**src/rtl/rom_loader_pkg.sv**
```systemverilog
// Shared types for the ROM boot loader: FSM state encoding and length-header size.
package rom_loader_pkg;

    typedef enum logic [2:0] {
        IDLE,
        LEN,
        DATA,
        WRITE,
        CSUM,
        DONE,
        ERR
    } rom_loader_state_e;

    localparam int unsigned LenBytes = 4;

endpackage

```
**src/rtl/rom_loader_byte_packer.sv**
```systemverilog
// Little-endian byte-to-word packer: first byte pushed lands in the least significant byte.
module byte_packer #(
    parameter int unsigned DataW = 32
) (
    input  logic             i_clk,
    input  logic             i_rst_n,
    input  logic             i_clr,
    input  logic             i_push,
    input  logic [7:0]       i_byte,
    output logic             o_last,
    output logic             o_full,
    output logic [DataW-1:0] o_word
);

    localparam int unsigned Bpw  = DataW / 8;
    localparam int unsigned CntW = $clog2(Bpw + 1);

    logic [DataW-1:0] word_q, word_d;
    logic [CntW-1:0]  cnt_q, cnt_d;

    assign o_full = (cnt_q == CntW'(Bpw));
    assign o_last = (cnt_q == CntW'(Bpw - 1));
    assign o_word = word_q;

    always_comb begin
        word_d = word_q;
        cnt_d  = cnt_q;
        if (i_clr) begin
            word_d = '0;
            cnt_d  = '0;
        end else if (i_push && !o_full) begin
            // Shift right so each new byte enters at the top; written this way it also holds for DataW == 8.
            word_d = (word_q >> 8) | (DataW'(i_byte) << (DataW - 8));
            cnt_d  = cnt_q + CntW'(1);
        end
    end

    always_ff @(posedge i_clk or negedge i_rst_n) begin
        if (!i_rst_n) begin
            word_q <= '0;
            cnt_q  <= '0;
        end else begin
            word_q <= word_d;
            cnt_q  <= cnt_d;
        end
    end

endmodule

```
**src/rtl/rom_loader.sv**
```systemverilog
// Boot loader: receives a length-prefixed little-endian image and writes it into the instruction ROM.
// Optional trailing 8-bit checksum byte is enabled by defining ROM_LOADER_CHECKSUM_EN.
module rom_loader
    import rom_loader_pkg::*;
#(
    parameter int unsigned           MemAddrBus = 32,
    parameter int unsigned           MemDataBus = 32,
    parameter int unsigned           RomNum     = 4096,
    parameter logic [MemAddrBus-1:0] BaseAddr   = '0
) (
    input  logic                  i_clk,
    input  logic                  i_rst_n,
    input  logic                  i_start,
    input  logic                  i_rx_valid,
    input  logic [7:0]            i_rx_data,
    output logic                  o_rx_ready,
    output logic                  o_wen,
    output logic [MemAddrBus-1:0] o_waddr,
    output logic [MemDataBus-1:0] o_wdata,
    output logic                  o_busy,
    output logic                  o_done,
    output logic                  o_err,
    output logic                  o_core_rst_n
);

    localparam int unsigned BytesPerWord = MemDataBus / 8;
    localparam int unsigned IdxW         = $clog2(RomNum + 1);
    localparam int unsigned LcntW        = $clog2(LenBytes);
`ifdef ROM_LOADER_CHECKSUM_EN
    localparam rom_loader_state_e TailState = CSUM;
`else
    localparam rom_loader_state_e TailState = DONE;
`endif

    rom_loader_state_e state_q, state_d;

    logic [31:0]           len_q;
    logic [LcntW-1:0]      lcnt_q;
    logic [IdxW-1:0]       idx_q;
    logic                  rx_ready_q, rx_ready_d;
    logic                  wen_q, wen_d;
    logic [MemAddrBus-1:0] waddr_q, waddr_d;
    logic                  busy_q, busy_d;
    logic                  done_q, done_d;
    logic                  err_q, err_d;
    logic                  core_rst_n_q, core_rst_n_d;

    logic                  rx_fire;
    logic                  load_start;
    logic                  len_last;
    logic [31:0]           len_next;
    logic                  last_word;
    logic                  pk_last;
    logic                  pk_full;
    logic [MemDataBus-1:0] pk_word;

    assign rx_fire    = i_rx_valid & rx_ready_q;
    assign load_start = i_start & ((state_q == IDLE) | (state_q == DONE) | (state_q == ERR));
    assign len_last   = (lcnt_q == LcntW'(LenBytes - 1));
    assign len_next   = {i_rx_data, len_q[31:8]};
    assign last_word  = ((32'(idx_q) + 32'd1) == len_q);

`ifdef ROM_LOADER_CHECKSUM_EN
    logic [7:0] csum_q;
    logic       csum_ok;
    assign csum_ok = ((csum_q + i_rx_data) == 8'h00);
`endif

    // The packer is emptied both on a fresh load and once its full word has been written.
    byte_packer #(
        .DataW (MemDataBus)
    ) u_packer (
        .i_clk   (i_clk),
        .i_rst_n (i_rst_n),
        .i_clr   (load_start | pk_full),
        .i_push  (rx_fire & (state_q == DATA)),
        .i_byte  (i_rx_data),
        .o_last  (pk_last),
        .o_full  (pk_full),
        .o_word  (pk_word)
    );

    always_ff @(posedge i_clk or negedge i_rst_n) begin
        if (!i_rst_n) begin
            state_q <= IDLE;
        end else begin
            state_q <= state_d;
        end
    end

    always_comb begin
        state_d = state_q;
        case (state_q)
            IDLE: begin
                if (i_start) state_d = LEN;
            end
            LEN: begin
                if (rx_fire && len_last) begin
                    if (len_next == 32'd0)              state_d = TailState;
                    else if (len_next > 32'(RomNum))    state_d = ERR;
                    else                                state_d = DATA;
                end
            end
            DATA: begin
                if (rx_fire && pk_last) state_d = WRITE;
            end
            WRITE: begin
                state_d = last_word ? TailState : DATA;
            end
`ifdef ROM_LOADER_CHECKSUM_EN
            CSUM: begin
                if (rx_fire) state_d = csum_ok ? DONE : ERR;
            end
`endif
            DONE, ERR: begin
                if (i_start) state_d = LEN;
            end
            default: state_d = IDLE;
        endcase
    end

    // Outputs are registered from the next state so they line up with the state they describe.
    always_comb begin
        rx_ready_d   = (state_d == LEN) | (state_d == DATA) | (state_d == CSUM);
        busy_d       = (state_d == LEN) | (state_d == DATA) | (state_d == WRITE) | (state_d == CSUM);
        wen_d        = (state_d == WRITE);
        done_d       = (state_d == DONE);
        err_d        = (state_d == ERR);
        core_rst_n_d = (state_d == DONE);
        waddr_d      = waddr_q;
        if (state_d == WRITE) begin
            waddr_d = BaseAddr + MemAddrBus'(idx_q) * MemAddrBus'(BytesPerWord);
        end
    end

    always_ff @(posedge i_clk or negedge i_rst_n) begin
        if (!i_rst_n) begin
            rx_ready_q   <= 1'b0;
            wen_q        <= 1'b0;
            waddr_q      <= '0;
            busy_q       <= 1'b0;
            done_q       <= 1'b0;
            err_q        <= 1'b0;
            core_rst_n_q <= 1'b0;
        end else begin
            rx_ready_q   <= rx_ready_d;
            wen_q        <= wen_d;
            waddr_q      <= waddr_d;
            busy_q       <= busy_d;
            done_q       <= done_d;
            err_q        <= err_d;
            core_rst_n_q <= core_rst_n_d;
        end
    end

    always_ff @(posedge i_clk or negedge i_rst_n) begin
        if (!i_rst_n) begin
            len_q  <= '0;
            lcnt_q <= '0;
            idx_q  <= '0;
        end else if (load_start) begin
            len_q  <= '0;
            lcnt_q <= '0;
            idx_q  <= '0;
        end else begin
            if ((state_q == LEN) && rx_fire) begin
                len_q  <= len_next;
                lcnt_q <= lcnt_q + LcntW'(1);
            end
            if (state_q == WRITE) begin
                idx_q <= idx_q + IdxW'(1);
            end
        end
    end

`ifdef ROM_LOADER_CHECKSUM_EN
    always_ff @(posedge i_clk or negedge i_rst_n) begin
        if (!i_rst_n) begin
            csum_q <= 8'h00;
        end else if (load_start) begin
            csum_q <= 8'h00;
        end else if ((state_q == DATA) && rx_fire) begin
            csum_q <= csum_q + i_rx_data;
        end
    end
`endif

    assign o_rx_ready   = rx_ready_q;
    assign o_wen        = wen_q;
    assign o_waddr      = waddr_q;
    assign o_wdata      = pk_word;
    assign o_busy       = busy_q;
    assign o_done       = done_q;
    assign o_err        = err_q;
    assign o_core_rst_n = core_rst_n_q;

endmodule

```
**config.mk**
```make
export PLATFORM = sky130hd
export DESIGN_NAME = rom_loader
export DESIGN_NICKNAME = d
export VERILOG_FILES = /design/src/rtl/rom_loader_pkg.sv /design/src/rtl/rom_loader_byte_packer.sv /design/src/rtl/rom_loader.sv
export SDC_FILE = /design/constraint.sdc
export NUM_CORES = 1
export LEC_CHECK = 0
export ABC_AREA = 1
export CAP_MARGIN = 10
export CORE_ASPECT_RATIO = 0.6
export CORE_MARGIN = 4
export CORE_UTILIZATION = 58
export DETAILED_ROUTE_END_ITERATION = 10
export PLACE_DENSITY = 0.85
export SLEW_MARGIN = 10
export SYNTH_ARGS = -nofsm -noshare
export SYNTH_HDL_FRONTEND = slang
export SYNTH_SLANG_ARGS = --single-unit
```
**constraint.sdc**
```tcl
create_clock -name i_clk -period 3 [get_ports i_clk]
set_clock_uncertainty 0.05 [all_clocks]
set_input_delay 0.3 -clock i_clk [delete_from_list [all_inputs] [get_ports i_clk]]
set_output_delay 0.3 -clock i_clk [all_outputs]
set_load 0.005 [all_outputs]
```
Word-level counts from Yosys, hierarchy flattened:

Index checks and enable logic that the tools add are counted.
Widths: inputs -> output; s select.

* word-level logic and storage cells: 71
* flip-flop bits (word level): 103
* bits of input ports: 12
* output and inout bits: 70

* eq/ne operators: 15
* mux-type cells: 17
* bitwise gates (word level): 11
* reduce and logical (&&, ||, !) cells: 11
* magnitude comparators: 1
* add/sub/neg operators: 4

Operators by type and width (count)
* $mux 32: 4
* $eq 14x32->1: 1
* $gt 32x13->1 const B: 1
* $logic_not 32->1: 1
* $or 24x32->32: 1
* $mux 13: 2
* $mux 3: 8
* $eq 3x3->1 const B: 6
* $eq 3x2->1 const B: 5
* $add 13x1->14 const B: 1
* $add 13x1->13 const B: 1
* $pmux 3 s4: 1
* $or 1x1->1: 7
* $eq 3x1->1 const B: 2
* $reduce_bool 2->1: 3
* $logic_and 1x1->1: 4
* $mux 2: 2
* $add 3x1->3 const B: 1
* $and 1x1->1: 3
* $logic_not 3->1: 1
* $reduce_or 3->1: 1
* $add 2x1->2 const B: 1
* $eq 2x2->1 const B: 1
* $logic_not 1->1: 1

Logic depth before layout (Yosys ltp):

Gate-level depths: netlist of run 1.

* depth in word-level cells: 9
* gate-level depth with buffers: 17
* depth with buffers taken out: 17

Hierarchy:

From an unflattened synthesis of run 1, not the netlist that was laid out.

* cells, all modules: 693
* area total of the unflattened synthesis: 5525.3 µm²

Modules (own cells, without submodules)
* rom_loader: area each 3694.8 µm², times used 1, cells an instance 481, seq. area each 1701.6 µm²
* byte_packer: area each 1830.5 µm², times used 1, cells an instance 212, seq. area each 875.8 µm²

Worst setup path before layout of run 1:

OpenSTA, ideal clock, no wires.

* path kind: reg2reg
* start point: register idx_q[0]
* end point: register busy_q, in the netlist o_busy
* buffers on the path: 0
* arrival: 1.711 ns
* cell stages (with the launch flop): 13
* slack: 1.120 ns
* cell sequence: dfrtp_1 -> ha_1 -> xor2_1 -> nor3_1 -> nand2_1 -> nor2_1 -> nand3_1 -> nor2_2 -> nand2_1 -> a21oi_2 -> nand2_1 -> nand2_1 -> nand2_1

* word-level cells in the longest chain between the ends: 8
* elaborated cells between the ends (all ways): 11
* those cells by class: add/sub (1); eq/ne (5); mux (2); bitwise (3)

RTL lines
* from (decl): RTL line rom_loader.sv:39 `logic [IdxW-1:0] idx_q;`
* from (signal assigned): RTL line rom_loader.sv:171 `idx_q <= idx_q + IdxW'(1);`
* $add 13x1->14 (*): RTL line rom_loader.sv:61 `assign last_word = ((32'(idx_q) + 32'd1) == len_q);`
* $eq 14x32->1 (*): RTL line rom_loader.sv:61
* $mux 3 (*): RTL line rom_loader.sv:108 `state_d = last_word ? TailState : DATA;`
* $pmux 3 s4 (*): RTL line rom_loader.sv:93 `case (state_q)`
* $eq 3x1->1 / $eq 3x2->1 (equally long branches): RTL line rom_loader.sv:125 `busy_d = (state_d == LEN) | (state_d == DATA) | (state_d == WRITE) | (state_d == CSUM);`
* $or 1x1->1 (2 in series): RTL line rom_loader.sv:125
* $or 1x1->1 (*): RTL line rom_loader.sv:125
* named net busy_d: RTL line rom_loader.sv:43 `logic busy_q, busy_d;`
* to (signal assigned): RTL line rom_loader.sv:149 `busy_q <= busy_d;`
* to (decl): RTL line rom_loader.sv:43

Mark *: on every way through the listed nets, which the timed path passes. The rest lies on a longest branch.
A chain may end at the register's enable or synchronous reset.

Worst setup path in the final report of run 1:

Ends and elaborated chain as after synthesis.

==> results.toml, run 1 <==
[synthesis]
seq_area_frac_synth = 0.509
ys_async_sr_fraction = 1.00
yosys.area.top_type_share = 0.509
syn_avg_cell_area_um2 = 8.36
ys_ff_latch = 103
synthCells = 606
synthTopCellsByArea = "dfrtp_1 (51%), nand2_1 (9.3%), nand3_1 (8.1%), inv_1 (5.9%), a22oi_1 (4.9%)"
synth_edf_count = 0
ys_warn_count = 0
synth_most_common_cell = "nand2_1"
synth-main-ff-cell = "dfrtp_1"
synthesis.area_mm2 = 0.00506
synth_top_cells_by_count = "nand2_1 (126), dfrtp_1 (103), nand3_1 (82)"
yosysTopAreaCell = "dfrtp_1"
synth_cell_types = 31

[cells_and_area]
regArea_mm2 = 0.00258
antennaDiodeCount = 0
syn_to_final_growth_pct = 18.5
nNetsFinal = 678
multiInputGateArea_mm2 = 0.00201
drive_gt1_frac = 0.0706
final_cells = 778
fill_cells = 624

[detailed_routing]
first_pass_iters = 5
drc = 0
drt-wirelength-per-cell_um = 15.3
vias = 4270
antenna_left = 0
wl_mm = 11.9
drt_iter0_markers = 518
routed_via_density = 5.49

[timing]
slew_violations = 0
worst_pin_slew_ns = 1.09
setup_viol = 0
max_slew_margin = 0.275
timing.setup.tns_ns = 0
hold_viol = 0
timing.final.crit_share = 0.775
min_period_ns = 2.32
fmax_mhz = 430
hold_slack_ns = 0.0943
rsz0062_at_grt = "no"
worst_slack_ns = 0.675

[clock_tree]
cts_root_buf = "clkbuf_16"
htreeDepth = 3
clock_sinks = 103
cts_tree = "built"
clk_pin_slew_worst_paths_ns = 0.07
ctsHoldBuffers = 0
post_cts_buffers = 0
postCtsResizedCells = 0
clk_path_buf_depth = 2
worstSkewPairLatency_ns = 0.35
cts_buffers = 9

[power]
p_leak_nw = 3.15
total_power_mw = 5.86
ir_drop_mv = 0.419
p_per_area_mw_per_mm2 = 977

[placed_design]
place_ws_ns = 0.618
gp_congestion = 0.889
dp_cells = 762
hpwl_mm = 8.36
io_buffers = 62

[global_routing]
use_met2 = 0.348
grt_pass1_wl_mm = 19.6
grt_overflow = 0
antenna_found_initial = 0
grtUsageTotal = 0.241
grt_busiest_layer = "met1"
grt_max_degree = 88
grt_pass1_vias = 3967
grt_use_met3 = 0.0724
grt_use_met1 = 0.356

[floorplan]
core_mm2 = 0.00849
floorplan.initialDensity = 0.597
rows = 26
design.die.area_mm2 = 0.0103
die_x_um = 129
io_pins = 82
die_h_um = 80.4

[critical_path]
cp.required_ns = 3.17
start_kind = "register"
crit_start = "idx_q[0]"
end_kind = "register"
crit_fanout = 8
cp.arrival_ns = 2.50
critPathKind = "register to register"
regToRegStartpoint = "idx_q[0]"

[flow_run]
maxCapViolations = 0

[status]
outcome = "completed"

[hold_path]
hp-class = "primary input to asynchronous set/reset pin"
[sequential cells by signal (all words and copies together), names as in the netlist]
| name | flops |
|---|---|
| o_waddr | 13 |
| o_rx_ready | 1 |
| u_packer.o_word | 32 |
| lcnt_q | 2 |
| len_q | 32 |
| u_packer.cnt_q | 3 |
| o_core_rst_n | 1 |
| state_q | 3 |
| o_err | 1 |
| idx_q | 13 |
| o_busy | 1 |
| o_wen | 1 |
[worst max-delay path: stages, from the launching register on]
cell and delay (ns):
dfrtp_1 0.42, ha_1 0.23, nand2_2 0.10, nor2_4 0.21, nand2_1 0.10, nand3b_1 0.09
nand2_1 0.06, nor2_1 0.17, nand3_1 0.11, nor2_2 0.13, nand2_1 0.09, a21oi_2 0.21
nand2_1 0.08, nand2_1 0.08, nand2_1 0.06
[stage by stage]
step / area (um2) / utilization
finish: 6000 / 0.707
global route: 6000 / 0.707
CTS: 6000 / 0.706
detailed placement: 5710 / 0.673
global placement: 5710 / 0.673
floorplan: 5130 / -
[worst paths after layout]
path / endpoint / slack (ns) / depth (start not counted)
max: o_busy / 0.68 / 14
min: u_packer.o_word[3] / 0.09 / 1
max reg2reg: o_busy / 0.68 / 14
min reg2reg: o_waddr[8] / 0.44 / 2
max in group asynchronous: o_err / 2.04 / 2
min in group i_clk: o_waddr[8] / 0.44 / 2
[cell usage in the layout, fill, tap and decap left out, drive strengths merged]
master | synthesis | final
or2 | 1 | 1
nand4 | 3 | 3
o21ai | 34 | 34
buf | 30 | 9
nor2 | 47 | 47
o211ai | 1 | 1
ha | 5 | 5
dfrtp | 103 | 103
xnor2 | 1 | 1
clkbuf | 14 | 10
nand2 | 130 | 130
inv | 82 | 83
conb | 1 | 19
nor3 | 8 | 8
a21oi | 16 | 16
clkinvlp | 0 | 3
xor2 | 3 | 3
nand3 | 85 | 85
nand3b | 6 | 6
clkinv | 1 | 3
a22oi | 33 | 33
xnor3 | 2 | 2
clkdlybuf4s50 | 0 | 61
[logic make-up (layout without fill, tap and decap cells)]
logic type / count (synthesis) / after routing / share of synthesized area
adder cells (fa/ha/maj): 5 / 5 / 0.0124
AO/OA/AOI/OAI: 84 / 84 / 0.101
buffers and inverters: 127 / 169 / 0.111
other: 1 / 19 / 0.000740
flip-flops: 103 / 103 / 0.509
AND/OR/NAND/NOR: 280 / 280 / 0.250
XOR/XNOR: 6 / 6 / 0.0158
[layer usage]
layer | vias up | part of all wire
li1 | 2026 | -
met1 | 2060 | 0.47
met2 | 167 | 0.45
met3 | 17 | 0.071
met4 | 0 | 0.012
met5 | - | 0
[power breakdown]
group / total [mW] / switching [mW] / leakage, nW / internal (mW)
Combinational: 2.47 / 1.45 / 1.65 / 1.03
Sequential: 2.27 / 0.416 / 1.37 / 1.86
Clock: 1.11 / 0.525 / 0.131 / 0.588
[cell type report]
type                            count  area share
Tap cell                          112      0.0234
Inverter                           83      0.0519
Multi-Input combinational cell    394       0.335
Sequential cell                   103       0.430
Timing Repair Buffer               70       0.113
Clock buffer                       10      0.0398
Clock inverter                      6     0.00751
Power figures use the tool's default switching activity.
==> run 2: changes to the inputs <==
--- a/config.mk
+++ b/config.mk
@@ -9,9 +9,9 @@
 export CAP_MARGIN = 10
 export CORE_ASPECT_RATIO = 0.6
 export CORE_MARGIN = 4
-export CORE_UTILIZATION = 58
+export CORE_UTILIZATION = 48
 export DETAILED_ROUTE_END_ITERATION = 10
-export PLACE_DENSITY = 0.85
+export PLACE_DENSITY = 0.75
 export SLEW_MARGIN = 10
 export SYNTH_ARGS = -nofsm -noshare
 export SYNTH_HDL_FRONTEND = slang
==> constraint.sdc (replaced) <==
create_clock -name i_clk -period 2 [get_ports i_clk]
set_clock_uncertainty 0.05 [all_clocks]
set_input_delay 0.2 -clock i_clk [delete_from_list [all_inputs] [get_ports i_clk]]
set_output_delay 0.2 -clock i_clk [all_outputs]
set_load 0.005 [all_outputs]
==> run 2 against run 1 <==
Effect of this change:
- the run now ends with setup timing left
- sequential cell count is the same
- die area grew 19%
- hold slack gained 0.20 ns
- design area grew 8.6%
- highest routed layer unchanged
- critical path type unchanged
- sequential power grew 50%
- cell count grew 7.8%
- clock power grew 69%
==> results.toml, run 2 (synthesis results as in run 1) <==
[placed_design]
place_area_mm2 = 0.00599
dp_cells = 812
gp_congestion = 0.871
hpwl_mm = 8.92
io_buffers = 62
place_ws_ns = -0.213

[timing]
timing.final.crit_share = 1.10
setup_viol = 4
hold_slack_ns = 0.298
hold_viol = 0
min_period_ns = 2.20
rsz0062_at_grt = "yes"
worst_slack_ns = -0.197
fmax_mhz = 455
slew_violations = 0

[floorplan]
die_x_um = 141
io_pins = 82
design.die.area_mm2 = 0.0123
die_h_um = 87.6
core_mm2 = 0.0101
floorplan.initialDensity = 0.504
rows = 28

[global_routing]
grt_pass1_wl_mm = 20.9
grtUsageTotal = 0.214
grt_busiest_layer = "met2"
grt_use_met1 = 0.315
use_met2 = 0.320
grt_max_degree = 67
grt_pass1_vias = 4189
antenna_found_initial = 0
grt_overflow = 0
grt_use_met3 = 0.0464

[cells_and_area]
final_cells = 839
regArea_mm2 = 0.00258
layout_common_cells = "nand2_1 (123), dfrtp_1 (102), nand3_1 (81)"
final_common_cell = "nand2_1"
design_area_mm2 = 0.00652
nNetsFinal = 716
antennaDiodeCount = 0
drive_gt1_frac = 0.145
syn_to_final_growth_pct = 28.6
fill_cells = 807
multiInputGateArea_mm2 = 0.00208

[detailed_routing]
vias = 4517
routed_via_density = 5.38
drt_iter0_markers = 640
first_pass_iters = 5
wl_mm = 13.5
drc = 0
drt-wirelength-per-cell_um = 16.1
antenna_left = 0

[power]
ir_drop_mv = 0.645
p_per_area_mw_per_mm2 = 1510
total_power_mw = 9.82
power.internal_mw = 5.90
pwr-share-comb = 0.461
p_sw_mw = 3.91
p_sw_frac = 0.399
clkPwrFrac = 0.191
p_seq_frac = 0.347
p_leak_nw = 3.40

[clock_tree]
cts_tree = "built"
htreeDepth = 3
cts_buffers = 9
worstSkewPairLatency_ns = 0.35
clk_path_buf_depth = 2
clock_sinks = 103
cts_root_buf = "clkbuf_16"
clk_pin_slew_worst_paths_ns = 0.07

[critical_path]
end_kind = "register"
regToRegStartpoint = "idx_q[0]"
crit_fanout = 8
critPathKind = "register to register"
r2r_end = "o_busy"
cp.required_ns = 2.18
cp.arrival_ns = 2.38
start_kind = "register"
rrSetupSlack_ns = -0.20
r2r_cells = 15

[status]
outcome = "finished, violations left"
violations = "setup timing"

[hold_path]
hp-class = "primary input to asynchronous set/reset pin"

[flow_run]
maxCapViolations = 0
==> run 2: cell count changes in the layout (fill, tap and decap cells not counted), sizes merged <==
cell         before  now
clkbuf           10   12
bufinv            0    2
clkinv            3    2
clkinvlp          3    1
buf               9   45
dlygate4sd3       0    1
==> run 2: area by class of cell <==
cell class,count,area share
Multi-Input combinational cell,394,0.320
Tap cell,135,0.0259
Inverter,83,0.0478
Clock buffer,11,0.0357
Sequential cell,103,0.396
Clock inverter,5,0.0125
Timing Repair Buffer,108,0.162
==> run 2: power by group through the flow <==
stage          clock network (mW)  registers [mW]  logic (mW)
2_1_floorplan                   0            3.29        2.38
3_3_place_gp                    0            3.35        3.86
3_5_place_dp                    0            3.38        4.01
4_1_cts                      1.91            3.37        4.11
5_1_grt                      2.01            3.48        5.00
6_report                     1.88            3.41        4.53
==> run 2: how the worst max path moves through the flow <==
stage,slack (ns),endpoint,startpoint,cells past startpoint
after floorplan,0.12,o_busy,idx_q[0],12
after global placement,-0.1,o_busy,i_rx_data[7],13
after detailed placement,-0.21,o_busy,i_rx_data[7],13
after CTS,-0.09,o_busy,idx_q[0],12
after global routing,-0.34,o_busy,idx_q[0],15
final,-0.20,o_busy,idx_q[0],15
==> run 2: worst max-delay path, cell delays in order (launching register included) <==
cell and delay (ns):
dfrtp_1 0.41, ha_4 0.18, nand2_4 0.06, nor2_4 0.22, nand3_1 0.15, nand2_2 0.10, nor2_1 0.05, nor2_1 0.12
nand3_2 0.11, nor2_4 0.11, buf_4 0.12, nand3_2 0.10, nand2_2 0.13, nor2_1 0.05, nand2_1 0.07, nand2_1 0.06
==> run 2: metal layers <==
metal  vias to the layer above  share of wire
li1                       2116              -
met1                      2195           0.46
met2                       178           0.45
met3                        28          0.077
met4                         0          0.018
met5                         -              0
==> run 2: per-stage QoR <==
step,setup TNS [ns],util
final,-0.628,0.648
after global routing,-2.31,0.648
after CTS,-0.189,0.633
after detailed placement,-0.801,0.596
after global placement,-0.278,0.596
after floorplan,0,-
==> run 2: what timing repair did <==
action                     4_1_cts  5_1_grt
setup buffers                    2        5
pin swaps                        8        7
gates resized for setup          9       20
hold buffers                     1        0
gates cloned                     0        3
hold endpoints to repair        31        0
setup endpoints to repair        5       44
==> run 3: changes to the inputs <==
--- a/config.mk
+++ b/config.mk
@@ -5,7 +5,6 @@
 export SDC_FILE = /design/constraint.sdc
 export NUM_CORES = 1
 export LEC_CHECK = 0
-export ABC_AREA = 1
 export CAP_MARGIN = 10
 export CORE_ASPECT_RATIO = 0.6
 export CORE_MARGIN = 4
==> run 3 against run 2 <==
Effect of this change:
- sequential power is essentially flat
- highest routed layer unchanged
- total power shrank 11%
- first-iteration DRC count shrank 30%
- the run still ends with setup timing left
- clock power shrank 4%
- count of clock-buffer cells in the layout shrank 2
- sequential share of layout area is essentially flat
==> results.toml, run 3 <==
[status]
outcome = "finished, violations left"
violations = "setup timing"

[synthesis]
synth_cell_types = 45
synth.mux.area_fraction = 0.0247
synth-main-ff-cell = "dfrtp_1"
synthCells = 556
synth_edf_count = 0
synth_top_cells_by_count = "nand2_1 (148), dfrtp_1 (103), a21oi_1 (71)"
ys_ff_latch = 103
ys_warn_count = 0
synth_adder_area_share = 0.0125
synth_xor_area_frac = 0.0507
synthTopCellsByArea = "dfrtp_1 (51%), nand2_1 (11%), a21oi_1 (7.1%), buf_4 (3.3%), xnor2_1 (3.0%)"
seq_area_frac_synth = 0.514
synthesis.area_mm2 = 0.00501
syn_avg_cell_area_um2 = 9.01
synth_compound_area_frac = 0.109
synth_top_family_by_area = "simple AND/OR/NAND/NOR gates"
yosysTopAreaCell = "dfrtp_1"
yosys.area.top_type_share = 0.514
ys_async_sr_fraction = 1.00
synth_most_common_cell = "nand2_1"
synthSimpleGateAreaFrac = 0.224

[critical_path]
cp.arrival_ns = 2.29
start_kind = "register"
critPathKind = "register to register"
cp.required_ns = 2.17
end_kind = "register"
crit_fanout = 5

[power]
clkPwrFrac = 0.207
p_seq_frac = 0.396
p_sw_mw = 3.01
p_per_area_mw_per_mm2 = 1330
power.internal_mw = 5.70
ir_drop_mv = 0.636
pwr-share-comb = 0.397
p_leak_nw = 2.87
p_sw_frac = 0.346

[cells_and_area]
nNetsFinal = 674
drive_gt1_frac = 0.175
design_area_mm2 = 0.00653
fill_cells = 794
antennaDiodeCount = 0
final_common_cell = "nand2_1"
syn_to_final_growth_pct = 30.2
layout_common_cells = "nand2_1 (148), dfrtp_1 (101), a21oi_1 (71)"

[detailed_routing]
antenna_left = 0
first_pass_iters = 5
wl_met1_mm = 6.35
drt-wirelength-per-cell_um = 15.9
vias = 4259
dr_wl_met2_mm = 5.27
met3_length_um = 890
drt_iter0_markers = 451
drc = 0
wl_mm = 12.6
routed_via_density = 5.34
routed.top_layer = "met4"

[clock_tree]
clk_path_buf_depth = 2
htreeDepth = 3
clk_pin_slew_worst_paths_ns = 0.07
cts_tree = "built"
clock_sinks = 103
cts_buffers = 9
worstSkewPairLatency_ns = 0.35
cts_root_buf = "clkbuf_16"

[placed_design]
place_area_mm2 = 0.00608
place_ws_ns = -0.362
gp_congestion = 0.900
io_buffers = 62
hpwl_mm = 9.21

[timing]
max_slew_margin = 0.579
setup_viol = 5
worst_slack_ns = -0.113
worst_pin_slew_ns = 0.632
hold_viol = 0
rsz0062_at_grt = "yes"
slew_violations = 0
timing.setup.tns_ns = -0.470
timing.final.crit_share = 1.06
fmax_mhz = 473
min_period_ns = 2.11

[floorplan]
floorplan.initialDensity = 0.500
core_mm2 = 0.0100
design.die.area_mm2 = 0.0122
die_x_um = 140
rows = 28
io_pins = 82
die_h_um = 87.1

[global_routing]
antenna_found_initial = 0
grt_pass1_wl_mm = 20.9
grt_overflow = 0
grt_max_degree = 40
grtUsageTotal = 0.215
grt_pass1_vias = 4135

[flow_run]
maxCapViolations = 0

[hold_path]
hp-class = "primary input to asynchronous set/reset pin"
==> run 3: path summary, 6_finish.rpt <==
path                                    from  cells past startpoint  slack [ns]                  end
max in group asynchronous            i_rst_n                      3        0.93             len_q[9]
worst max-delay path                idx_q[0]                      7       -0.11               o_busy
worst min register to register   o_waddr[10]                      2        0.44          o_waddr[10]
worst max register to register      idx_q[0]                      7       -0.11               o_busy
min in group i_clk              i_rx_data[4]                      3        0.42  u_packer.o_word[28]
worst min-delay path                 i_rst_n                      2        0.29          o_waddr[11]
==> run 3: repair_timing <==
item	in CTS	in global routing
buffers inserted	1	4
resized for setup	5	17
hold endpoints to repair	29	0
endpoints found under the setup margin	7	7
hold buffers	1	0
pin swaps	2	12
==> run 3: power by group through the flow <==
stage | combinational, mW | sequential (mW) | clock, mW
3_5_place_dp | 3.28 | 3.46 | 0
3_3_place_gp | 3.20 | 3.42 | 0
2_1_floorplan | 1.61 | 3.38 | 0
4_1_cts | 3.37 | 3.43 | 1.84
6_report | 3.46 | 3.44 | 1.80
5_1_grt | 3.80 | 3.55 | 1.93
==> run 3: cell families after synthesis <==
kind of cell | count (synthesis)
DFF | 103
buffers and inverters | 60
muxes | 11
AOI/OAI and AO/OA | 99
xor gates and xnor gates | 29
and+or+nand+nor | 248
adders and majority gates | 5
other | 1
==> run 3: metrics by stage <==
step	instances	hold WS, ns	utilization	total power [mW]
CTS	793	0.301	0.641	8.64
floorplan	574	-0.146	-	4.99
global route	797	0.327	0.651	9.28
global placement	775	0.123	0.607	6.62
finish	797	0.293	0.651	8.71
detailed placement	775	0.133	0.607	6.74
==> run 3: area by class of cell <==
type / instances / area (um2) / area share
repair buffers: 125 / 1160 / 0.178
flip-flops and latches: 103 / 2580 / 0.395
inverters: 7 / 26.3 / 0.00403
well taps: 135 / 169 / 0.0259
clock buffers: 9 / 225 / 0.0345
clock inverters: 7 / 81.3 / 0.0125
multi-input cells: 411 / 2280 / 0.350
==> run 3: layer usage <==
| layer | vias to the layer above | GRT usage |
|---|---|---|
| met4 | 0 | 0.0510 |
| li1 | 2026 | - |
| met5 | - | 0 |
| met2 | 142 | 0.301 |
| met1 | 2079 | 0.333 |
| met3 | 12 | 0.0538 |
==> run 3: critical path, stage by stage, from the launching register on <==
cell and delay, ns:
dfrtp_1 0.38, nand4_1 0.13, buf_6 0.15, xor2_1 0.14, or4b_4 0.53, a311oi_2 0.27
and4_4 0.28, nor3_1 0.06
